`src/rtl/demux1_8_seq.sv`:
```
// ============================================================================
// demux1_8_seq
// ----------------------------------------------------------------------------
// Registered 1-to-8 demultiplexer / deserializer. This block distributes data
// the way the 8:1 select mux gathers it. A single serial bit is steered into
// one of eight registered output lanes. Lanes are chosen either by an explicit
// 3-bit select (addressed mode) or by an internal scan index that walks all
// eight lanes and collects one byte (auto-scan mode).
//
// Configuration macro:
//   SCAN_MSB_FIRST_EN - when defined, a scan starts at lane 7 and walks down to
//                       lane 0. The idle/reset scan index is then 7. When the
//                       macro is undefined, a scan runs from lane 0 up to
//                       lane 7 and the idle/reset index is 0. Addressed mode
//                       behaves the same in both builds.
//
// Parameters:
//   RESET_VAL  value loaded into the output lanes by reset
//
// Ports:
//   clk       in   1  system clock, rising edge
//   reset     in   1  synchronous, active-high reset
//   e         in   1  global enable; low freezes all state
//   in        in   1  serial data bit
//   in_valid  in   1  qualifier for the data bit
//   sel       in   3  lane index used in addressed mode
//   start     in   1  one-cycle request to begin an 8-bit scan
//   o         out  8  registered lane outputs
//   stb       out  8  one-hot strobe of the lane written on the last edge
//   busy      out  1  high while a scan is in progress
//   done      out  1  one-cycle pulse after a scan's final write
//   idx       out  3  current scan lane index
// ============================================================================
module demux1_8_seq #(
    parameter logic [7:0] RESET_VAL = 8'h00
) (
    input  logic       clk,
    input  logic       reset,
    input  logic       e,
    input  logic       in,
    input  logic       in_valid,
    input  logic [2:0] sel,
    input  logic       start,
    output logic [7:0] o,
    output logic [7:0] stb,
    output logic       busy,
    output logic       done,
    output logic [2:0] idx
);

`ifdef SCAN_MSB_FIRST_EN
    localparam logic [2:0] SCAN_FIRST = 3'd7;
    localparam logic [2:0] SCAN_LAST  = 3'd0;
`else
    localparam logic [2:0] SCAN_FIRST = 3'd0;
    localparam logic [2:0] SCAN_LAST  = 3'd7;
`endif

    typedef enum logic [1:0] {
        IDLE = 2'd0,
        SCAN = 2'd1,
        DONE = 2'd2
    } state_t;

    state_t     state;
    state_t     state_next;

    logic       wr_en;
    logic [2:0] wr_lane;
    logic [7:0] o_next;
    logic [7:0] stb_next;
    logic [2:0] idx_next;
    logic       busy_next;
    logic       done_next;

    // Step the scan index one lane in the configured direction. The 3-bit
    // arithmetic wraps from the last lane back to the first lane.
    function automatic logic [2:0] step_idx(input logic [2:0] cur);
`ifdef SCAN_MSB_FIRST_EN
        return cur - 3'd1;
`else
        return cur + 3'd1;
`endif
    endfunction

    // State register. Reset returns to IDLE from any state, so a partial
    // byte is abandoned.
    always_ff @(posedge clk) begin
        if (reset) begin
            state <= IDLE;
        end else begin
            state <= state_next;
        end
    end

    // Next-state logic. When the enable is low the state does not move,
    // and a pending DONE cycle is held until the enable returns.
    always_comb begin
        state_next = state;
        if (e) begin
            case (state)
                IDLE: begin
                    if (start) begin
                        state_next = SCAN;
                    end
                end
                SCAN: begin
                    if (in_valid && (idx == SCAN_LAST)) begin
                        state_next = DONE;
                    end
                end
                DONE: begin
                    state_next = IDLE;
                end
                default: begin
                    state_next = IDLE;
                end
            endcase
        end
    end

    // Output logic. This process computes the next value of every
    // registered output. In IDLE, start takes priority over an addressed
    // write. In SCAN, sel and start are ignored and only the scan index
    // picks the lane. done and stb default to zero, so they are pulses.
    // A disabled edge clears them and holds everything else.
    always_comb begin
        wr_en     = 1'b0;
        wr_lane   = sel;
        idx_next  = idx;
        busy_next = busy;
        done_next = 1'b0;
        stb_next  = 8'h00;
        o_next    = o;

        if (e) begin
            case (state)
                IDLE: begin
                    if (start) begin
                        idx_next  = SCAN_FIRST;
                        busy_next = 1'b1;
                    end else if (in_valid) begin
                        wr_en   = 1'b1;
                        wr_lane = sel;
                    end
                end
                SCAN: begin
                    if (in_valid) begin
                        wr_en    = 1'b1;
                        wr_lane  = idx;
                        idx_next = step_idx(idx);
                        if (idx == SCAN_LAST) begin
                            busy_next = 1'b0;
                            done_next = 1'b1;
                        end
                    end
                end
                DONE: begin
                    busy_next = 1'b0;
                end
                default: begin
                    idx_next  = SCAN_FIRST;
                    busy_next = 1'b0;
                end
            endcase
        end

        if (wr_en) begin
            o_next[wr_lane]   = in;
            stb_next[wr_lane] = 1'b1;
        end
    end

    // Output registers. These hold the lane data, the strobe, the status
    // flags, and the scan index. The strobe is built from one lane index,
    // so it can never have more than one bit set.
    always_ff @(posedge clk) begin
        if (reset) begin
            o    <= RESET_VAL;
            stb  <= 8'h00;
            busy <= 1'b0;
            done <= 1'b0;
            idx  <= SCAN_FIRST;
        end else begin
            o    <= o_next;
            stb  <= stb_next;
            busy <= busy_next;
            done <= done_next;
            idx  <= idx_next;
        end
    end

endmodule

```
`config.mk`:
```
export PLATFORM = sky130hd
export DESIGN_NAME = demux1_8_seq
export DESIGN_NICKNAME = d
export VERILOG_FILES = /design/src/rtl/demux1_8_seq.sv
export SDC_FILE = /design/constraint.sdc
export NUM_CORES = 1
export LEC_CHECK = 0
export CAP_MARGIN = 15
export CORE_UTILIZATION = 53
export CTS_CLUSTER_SIZE = 8
export DETAILED_ROUTE_END_ITERATION = 10
export DONT_BUFFER_PORTS = 1
export PLACE_DENSITY = 0.71
export RECOVER_POWER = 100
export SETUP_SLACK_MARGIN = 0.2
export SYNTH_ARGS = -nofsm -noshare
export SYNTH_HDL_FRONTEND = slang
export SYNTH_SLANG_ARGS = --single-unit
```
`constraint.sdc`:
```
create_clock -name clk -period 1.4 [get_ports clk]
set_input_delay 0.07 -clock clk [delete_from_list [all_inputs] [get_ports clk]]
set_output_delay 0.07 -clock clk [all_outputs]
set_load 0.02 [all_outputs]
```
==> results of run 1 <==
## worst register-to-register path: cells and delay by family, from the launching register on
kind | cells | cell delay, ns
compound gates | 3 | 0.47
flops | 1 | 0.39
simple gates | 1 | 0.35
buf+inv | 1 | 0.18
## per-stage QoR
stage,instances,TNS (ns)
2_1_floorplan,104,0
3_3_place_gp,135,-0.113
3_5_place_dp,135,-0.581
4_1_cts,147,-0.0920
5_1_grt,151,-0.900
6_report,151,-0.506
## kinds of logic (layout without fill, tap and decap cells)
logic type / count (synthesis) / after routing
compound gates: 31 / 31
fa+ha+maj: 2 / 2
buf+inv: 10 / 32
flops: 23 / 23
mux: 1 / 1
simple gates: 37 / 37
## where the power goes
group / switching [mW] / total (mW) / internal (mW)
clock: 0.204 / 0.311 / 0.107
combinational: 0.0668 / 0.148 / 0.0809
sequential: 0.0165 / 0.678 / 0.662
total: 0.287 / 1.14 / 0.850
## worst min path at each step
stage	start	endpoint	slack [ns]
floorplan	start	state[0]	0.23
global placement	reset	idx[0]	0.14
detailed placement	reset	idx[0]	0.14
CTS	reset	state[1]	-0.20
global route	reset	state[1]	-0.23
finish	reset	state[1]	-0.21
## metal layers
metal	vias to the layer above	global-route usage (%)	part of all wire, %
met2	24	40.3	54
met1	441	30.6	41
met3	3	5.20	3.6
met5	-	0	0
li1	423	-	-
met4	0	5.45	0.78
## flip-flops by register name (all words and copies together) (netlist names)
signal  count
done        1
busy        1
o           8
stb         8
state       2
idx         3
## area by class of cell
| cell class | count | area (um2) | share of cell area (%) |
|---|---|---|---|
| timing repair buffer | 25 | 199 | 14.5 |
| clock inverter | 1 | 5.00 | 0.364 |
| tap | 25 | 31.3 | 2.28 |
| multi-input combinational | 71 | 633 | 46.1 |
| sequential | 23 | 472 | 34.3 |
| inverter | 3 | 11.3 | 0.820 |
| clock buffer | 3 | 22.5 | 1.64 |
## synth_stat cells
library cell	instances	share of area, %
nand3b_1	1	0.75
nor4_1	1	0.63
nor4bb_1	1	1.0
a21oi_1	12	6.0
nand2_1	2	0.75
nand4_1	1	0.63
nand3_2	1	1.0
buf_6	3	3.4
buf_2	2	1.0
nor2_1	3	1.1
a31oi_1	4	2.5
o21a_1	1	0.75
o22a_1	1	0.88
nor4b_1	2	1.8
nand3b_4	1	2.0
nand2b_1	2	1.3
o21ai_1	2	1.0
and2b_2	1	0.88
clkbuf_1	2	0.75
nor2b_1	2	1.3
and2_1	1	0.63
inv_1	3	1.1
o21ai_0	8	4.0
nand3_1	2	1.0
a22o_1	2	1.8
mux2i_2	1	1.4
dfxtp_1	23	46
nor3_1	8	4.0
or3b_1	8	7.0
ha_1	2	2.5
a32oi_1	1	0.88
## timing repair
item / 4_1_cts / 5_1_grt
endpoints found under the setup margin: 19 / 21
hold endpoints to repair: 23 / 23
gates resized for setup: 13 / 26
buffers inserted: 8 / 4
pin swaps: 7 / 9
gates cloned: 0 / 0
==> reports/results.txt, run 1 <==
Post-synth cell types: 31
CP required: 1.62 ns
VDD IR max: 0.610 mV
Placed Area: 1080 um2
Root Driver: clkbuf_4
PD cells: 828 nW/um2
XOR/XNOR Fraction of Synth Area: 0%
CTS tree: built
MaxCap Viol Count: 0
DR pass1 iterations: 4
GR Util All Layers: 23.8%
Crit-path leading delay family: compound AO/OA/AOI/OAI gates
Ys Warns: 0
Fin. Hold Viols: 23
Via count: 891
CP Depth: 5
Setup crit end kind: flip-flop
Cell area after technology mapping: 996 um2
Commonest non-fill, non-tap cell in the layout: buf_4
Tcrit/Tclk final: 106%
Drc violations: 0
First-pass GRT wire length: 3.53 mm
Synthesized flop and latch total: 23
CP Launch Type: flip-flop
Fillers: 118
CP Launch Point: state[0]
Syn Nets: 115
WL final: 2.55 mm
Post-detailed-route count of antenna-violating nets: 0
ANT cells: 0
Detail Placement HPWL: 1.47 mm
Vias per cell: 5.90
# port buffers: 0
Vias in the first global route: 778
Setup crit end: o[5]
Initial drt markers: 16
Worst flop-to-flop path startpoint: state[0]
R2r endpoint: o[5]
Largest net degree at the start of global routing: 22
Fin Clk Skew: 0.00929 ns
WP data arrival: 1.70 ns
Mux share of post-synthesis cell area: 1.38%
Initial core utilization: 57.1%
Cell Rows: 15
Later-pin clock latency in the skew report: 0.32 ns
CTS Buffer Depth: 2
RSZ-0062 raised after global routing: true
Fmax: 671 MHz
Bufs and invs on worst path: 1
Worst rel slew slack: 77.6%
Main combinational cell family by area after synthesis: simple AND/OR/NAND/NOR gates
Final core utilization: 78.7%
CTS H-Tree Depth: 1
CP max FO: 7
Post-route cell area: 1370 um2
Overall power: 1.14 mW
Final setup fails: 7
CTS buffer count: 3
Compound-Gate Fraction of Synth Area: 17.8%
Crit Path Class: reg -> reg
Worst min-delay path class: in -> reg
Slew @ Worst Pin: 0.334 ns
Simple-Gate Fraction of Synth Area: 25.8%
Clock period minus worst slack: 1.49 ns
Hold slack: -0.212 ns
Worst Hold Depth: 1
Wire per inst: 16.9 um
Slack of the worst reg-to-reg path: -0.09 ns
Initial antenna violation count: 0
Clock Sinks: 23
Clock Pin Slew Worst Setup and Hold Paths: 0.13 ns
Worst slack at placement: -0.137 ns
Slowest-stage cell, CP: dfxtp_4
GRT overflow: 0
Layout cells sized above 1: 47.6%
Syn avg cell area: 9.58 um2
Fin. max-slew vios: 0
Fin worst setup slack: -0.0893 ns
Final net count: 138
RD Place Congestion: 0.773
Die Ht: 45.4 um
Status: finished with violations
Core Box Area: 1750 um2
Crit-path cells: nor4bb_1 -> a31oi_1 -> buf_4 -> o21ai_0 -> a21oi_2
Die area: 2060 um2
Failing checks: hold timing, setup timing
DIE WIDTH: 45.4 um
Layout Area Growth over Synthesis: 37.9%
Slowest stage delay, CP: 0.39 ns
Most frequent cells in the layout: 22 x buf_4, 18 x dfxtp_1, 7 x a21oi_2, 7 x or3b_1, 6 x o21ai_0
Leak: 0.487 nW
Cells after Synth: 104
Reg2reg path depth: 5
IO Pins: 30
Register area share after synthesis: 46.2%
Synth Area in Adders: 2.51%
No activity file was read; power rests on OpenSTA's default activity.
==> inputs of run 2 (changes only) <==
--- a/config.mk
+++ b/config.mk
@@ -5,12 +5,13 @@
 export SDC_FILE = /design/constraint.sdc
 export NUM_CORES = 1
 export LEC_CHECK = 0
+export ABC_AREA = 1
 export CAP_MARGIN = 15
-export CORE_UTILIZATION = 53
+export CORE_UTILIZATION = 54
 export CTS_CLUSTER_SIZE = 8
 export DETAILED_ROUTE_END_ITERATION = 10
 export DONT_BUFFER_PORTS = 1
-export PLACE_DENSITY = 0.71
+export PLACE_DENSITY = 0.72
 export RECOVER_POWER = 100
 export SETUP_SLACK_MARGIN = 0.2
 export SYNTH_ARGS = -nofsm -noshare
==> run 2 against run 1 <==
Against the previous run:
- the run ends with DRC, hold timing left
- final cell count rose by 13%
- sequential share of layout area rose by 2.1 points
- combinational power rose by 20%
- clock skew fell by 0.0072 ns
- critical path type unchanged
- largest cell class unchanged
==> reports/results.txt, run 2 <==
Layout Area Growth over Synthesis: 19.7%
Post-route insts no fill: 170
Tcrit/Tclk final: 95.7%
Post-synthesis async set-or-reset flop share: 0%
Cells after Synth: 138
Largest registers: o x8, stb x8, idx x3
Failing checks: DRC, hold timing
Reg2reg path depth: 9
Drc violations: 2
Post-synth EDFFs: 0
Clock Pin Slew Worst Setup and Hold Paths: 0.12 ns
Final net count: 157
Ys Warns: 0
Crit-path cells: inv_4 -> nor2_4 -> nand2_4 -> nand2_4 -> nand2_4 -> nor2_4 -> nand3_2 -> nand2_2 -> nor2_2
Syn avg cell area: 7.92 um2
Dpl cells: 160
Slowest stage delay, CP: 0.40 ns
Vias in the first global route: 820
RD Place Congestion: 0.783
Layout cells sized above 1: 38.6%
CTS tree: built
Clock Sinks: 23
Final setup fails: 0
Most frequent CP cell: nand2_4
Fin Clk Skew: 0.00213 ns
GRT overflow: 0
PD cells: 892 nW/um2
WP data arrival: 1.55 ns
Syn Nets: 149
First-pass GRT wire length: 3.67 mm
Wire per inst: 14.0 um
Crit Path Class: reg -> reg
WL final: 2.38 mm
# port buffers: 0
Die area: 2210 um2
Leak: 0.501 nW
RSZ-0062 raised after global routing: true
CTS Buffer Depth: 2
Slack of the worst reg-to-reg path: 0.06 ns
Worst Hold Endpoint: state[0]
Most common cell in the netlist: nand2_1
Total negative slack: 0 ns
Post-detailed-route count of antenna-violating nets: 0
Fmax: 746 MHz
Worst rel slew slack: 81.3%
Most frequent cells after synthesis: 29 x nand2_1, 23 x dfxtp_1, 14 x a21oi_1, 14 x nor2_1, 11 x inv_1
Worst min-delay path class: in -> reg
Initial drt markers: 44
Register area share after synthesis: 42.2%
Final core utilization: 72.6%
DIE WIDTH: 47.0 um
Worst Hold Depth: 1
MaxCap Viol Count: 0
Die Ht: 47.0 um
Cell accounting for the most synthesized area: dfxtp_1
Clock period minus worst slack: 1.34 ns
Synthesized flop and latch total: 23
Setup crit end kind: flip-flop
Worst flop-to-flop path startpoint: state[0]
DR pass1 iterations: 7
Cell area after technology mapping: 1090 um2
Vias per cell: 5.53
CP Launch Type: flip-flop
Status: finished with violations
Post-synth cell types: 24
R2r endpoint: o[1]
Core Box Area: 1800 um2
Fin. max-slew vios: 0
Area share of the largest cell type after synthesis: 42.2%
Root Driver: clkbuf_4
GR Util All Layers: 23.7%
Cell Rows: 15
Most frequent cells in the layout: 24 x nand2_1, 18 x dfxtp_1, 13 x nor2_1, 11 x inv_1, 11 x a21oi_1
Slowest-stage cell, CP: dfxtp_4
Largest net degree at the start of global routing: 17
Via count: 940
Initial core utilization: 60.6%
CTS H-Tree Depth: 1
Initial antenna violation count: 0
Hold slack: -0.198 ns
Fin. Hold Viols: 15
IO Pins: 30
Commonest non-fill, non-tap cell in the layout: nand2_1
Detail Placement HPWL: 1.52 mm
VDD IR max: 0.546 mV
Slew @ Worst Pin: 0.280 ns
Top_reg_cell synth: dfxtp_1
CP max FO: 6
CP required: 1.61 ns
ANT cells: 0
Synth area leaders: dfxtp_1 42%, nand2_1 10%, a21oi_1 6.4%
Later-pin clock latency in the skew report: 0.30 ns
CTS buffer count: 3
Overall power: 1.17 mW
Worst hold path startpoint: reset
run 2: cell count changes in the layout (fill, tap and decap cells not counted), sizes merged, moves of 9 or more:
cell   before  now
nand2       2   38
inv         3   14
nand3       3   12
nor2        3   22
buf        25    5
run 2: what timing repair did:
action,in CTS,in global routing
cloned,1,0
pin swaps,7,5
resized for setup,9,16
endpoints found under the hold margin,15,15
setup endpoints to repair,23,23
buffers inserted,3,2
run 2: layout make-up:
class,instances,area (um2)
Sequential cell,23,477
Fill cell,140,494
Multi-Input combinational cell,99,678
Tap cell,25,31.3
Inverter,14,57.6
Timing Repair Buffer,5,37.5
Clock buffer,4,26.3
run 2: kinds of logic (layout without fill, tap and decap cells):
kind of cell             Yosys count  after routing  share of synthesized area [%]
AO/OA/AOI/OAI                     18             18                           9.51
adder cells (fa/ha/maj)            2              2                           2.29
buffers and inverters             17             23                           6.53
flip-flops                        23             23                           42.2
AND/OR/NAND/NOR                   78             79                           39.5
run 2: per-layer routing:
metal	wire (um)	GRT usage (%)	vias to the layer above	share of wire (%)
met3	201	8.85	8	8.5
met5	0	0	-	0
li1	-	-	466	-
met1	1040	32.6	416	44
met2	1080	34.2	50	46
met4	53	8.00	0	2.2
run 2: how the worst max path moves through the flow:
stage	end	start	slack, ns	depth (start not counted)
6_report	o[1]	state[0]	0.06	9
5_1_grt	o[2]	state[1]	-0.03	8
4_1_cts	o[1]	state[0]	0.08	9
3_5_place_dp	stb[6]	state[1]	0.05	7
3_3_place_gp	o[3]	state[0]	0.08	9
2_1_floorplan	state[1]	idx[1]	0.15	6
run 2: metrics by stage:
stage | cell area, um2 | setup slack (ns)
2_1_floorplan | 1140 | 0.152
3_3_place_gp | 1150 | 0.0809
3_5_place_dp | 1150 | 0.0470
4_1_cts | 1240 | 0.0759
5_1_grt | 1310 | -0.0271
6_report | 1310 | 0.0597
run 2: power breakdown:
| part | internal, mW | switching, mW |
|---|---|---|
| Sequential | 0.662 | 0.0249 |
| Clock | 0.111 | 0.191 |
| Combinational | 0.0577 | 0.119 |
| Total | 0.831 | 0.335 |
run 2: worst max-delay path, delay by kind of cell, from the launching register on:
family,cells,cell delay [ns]
buffers and inverters,1,0.05
DFF,1,0.40
and+or+nand+nor,8,0.80
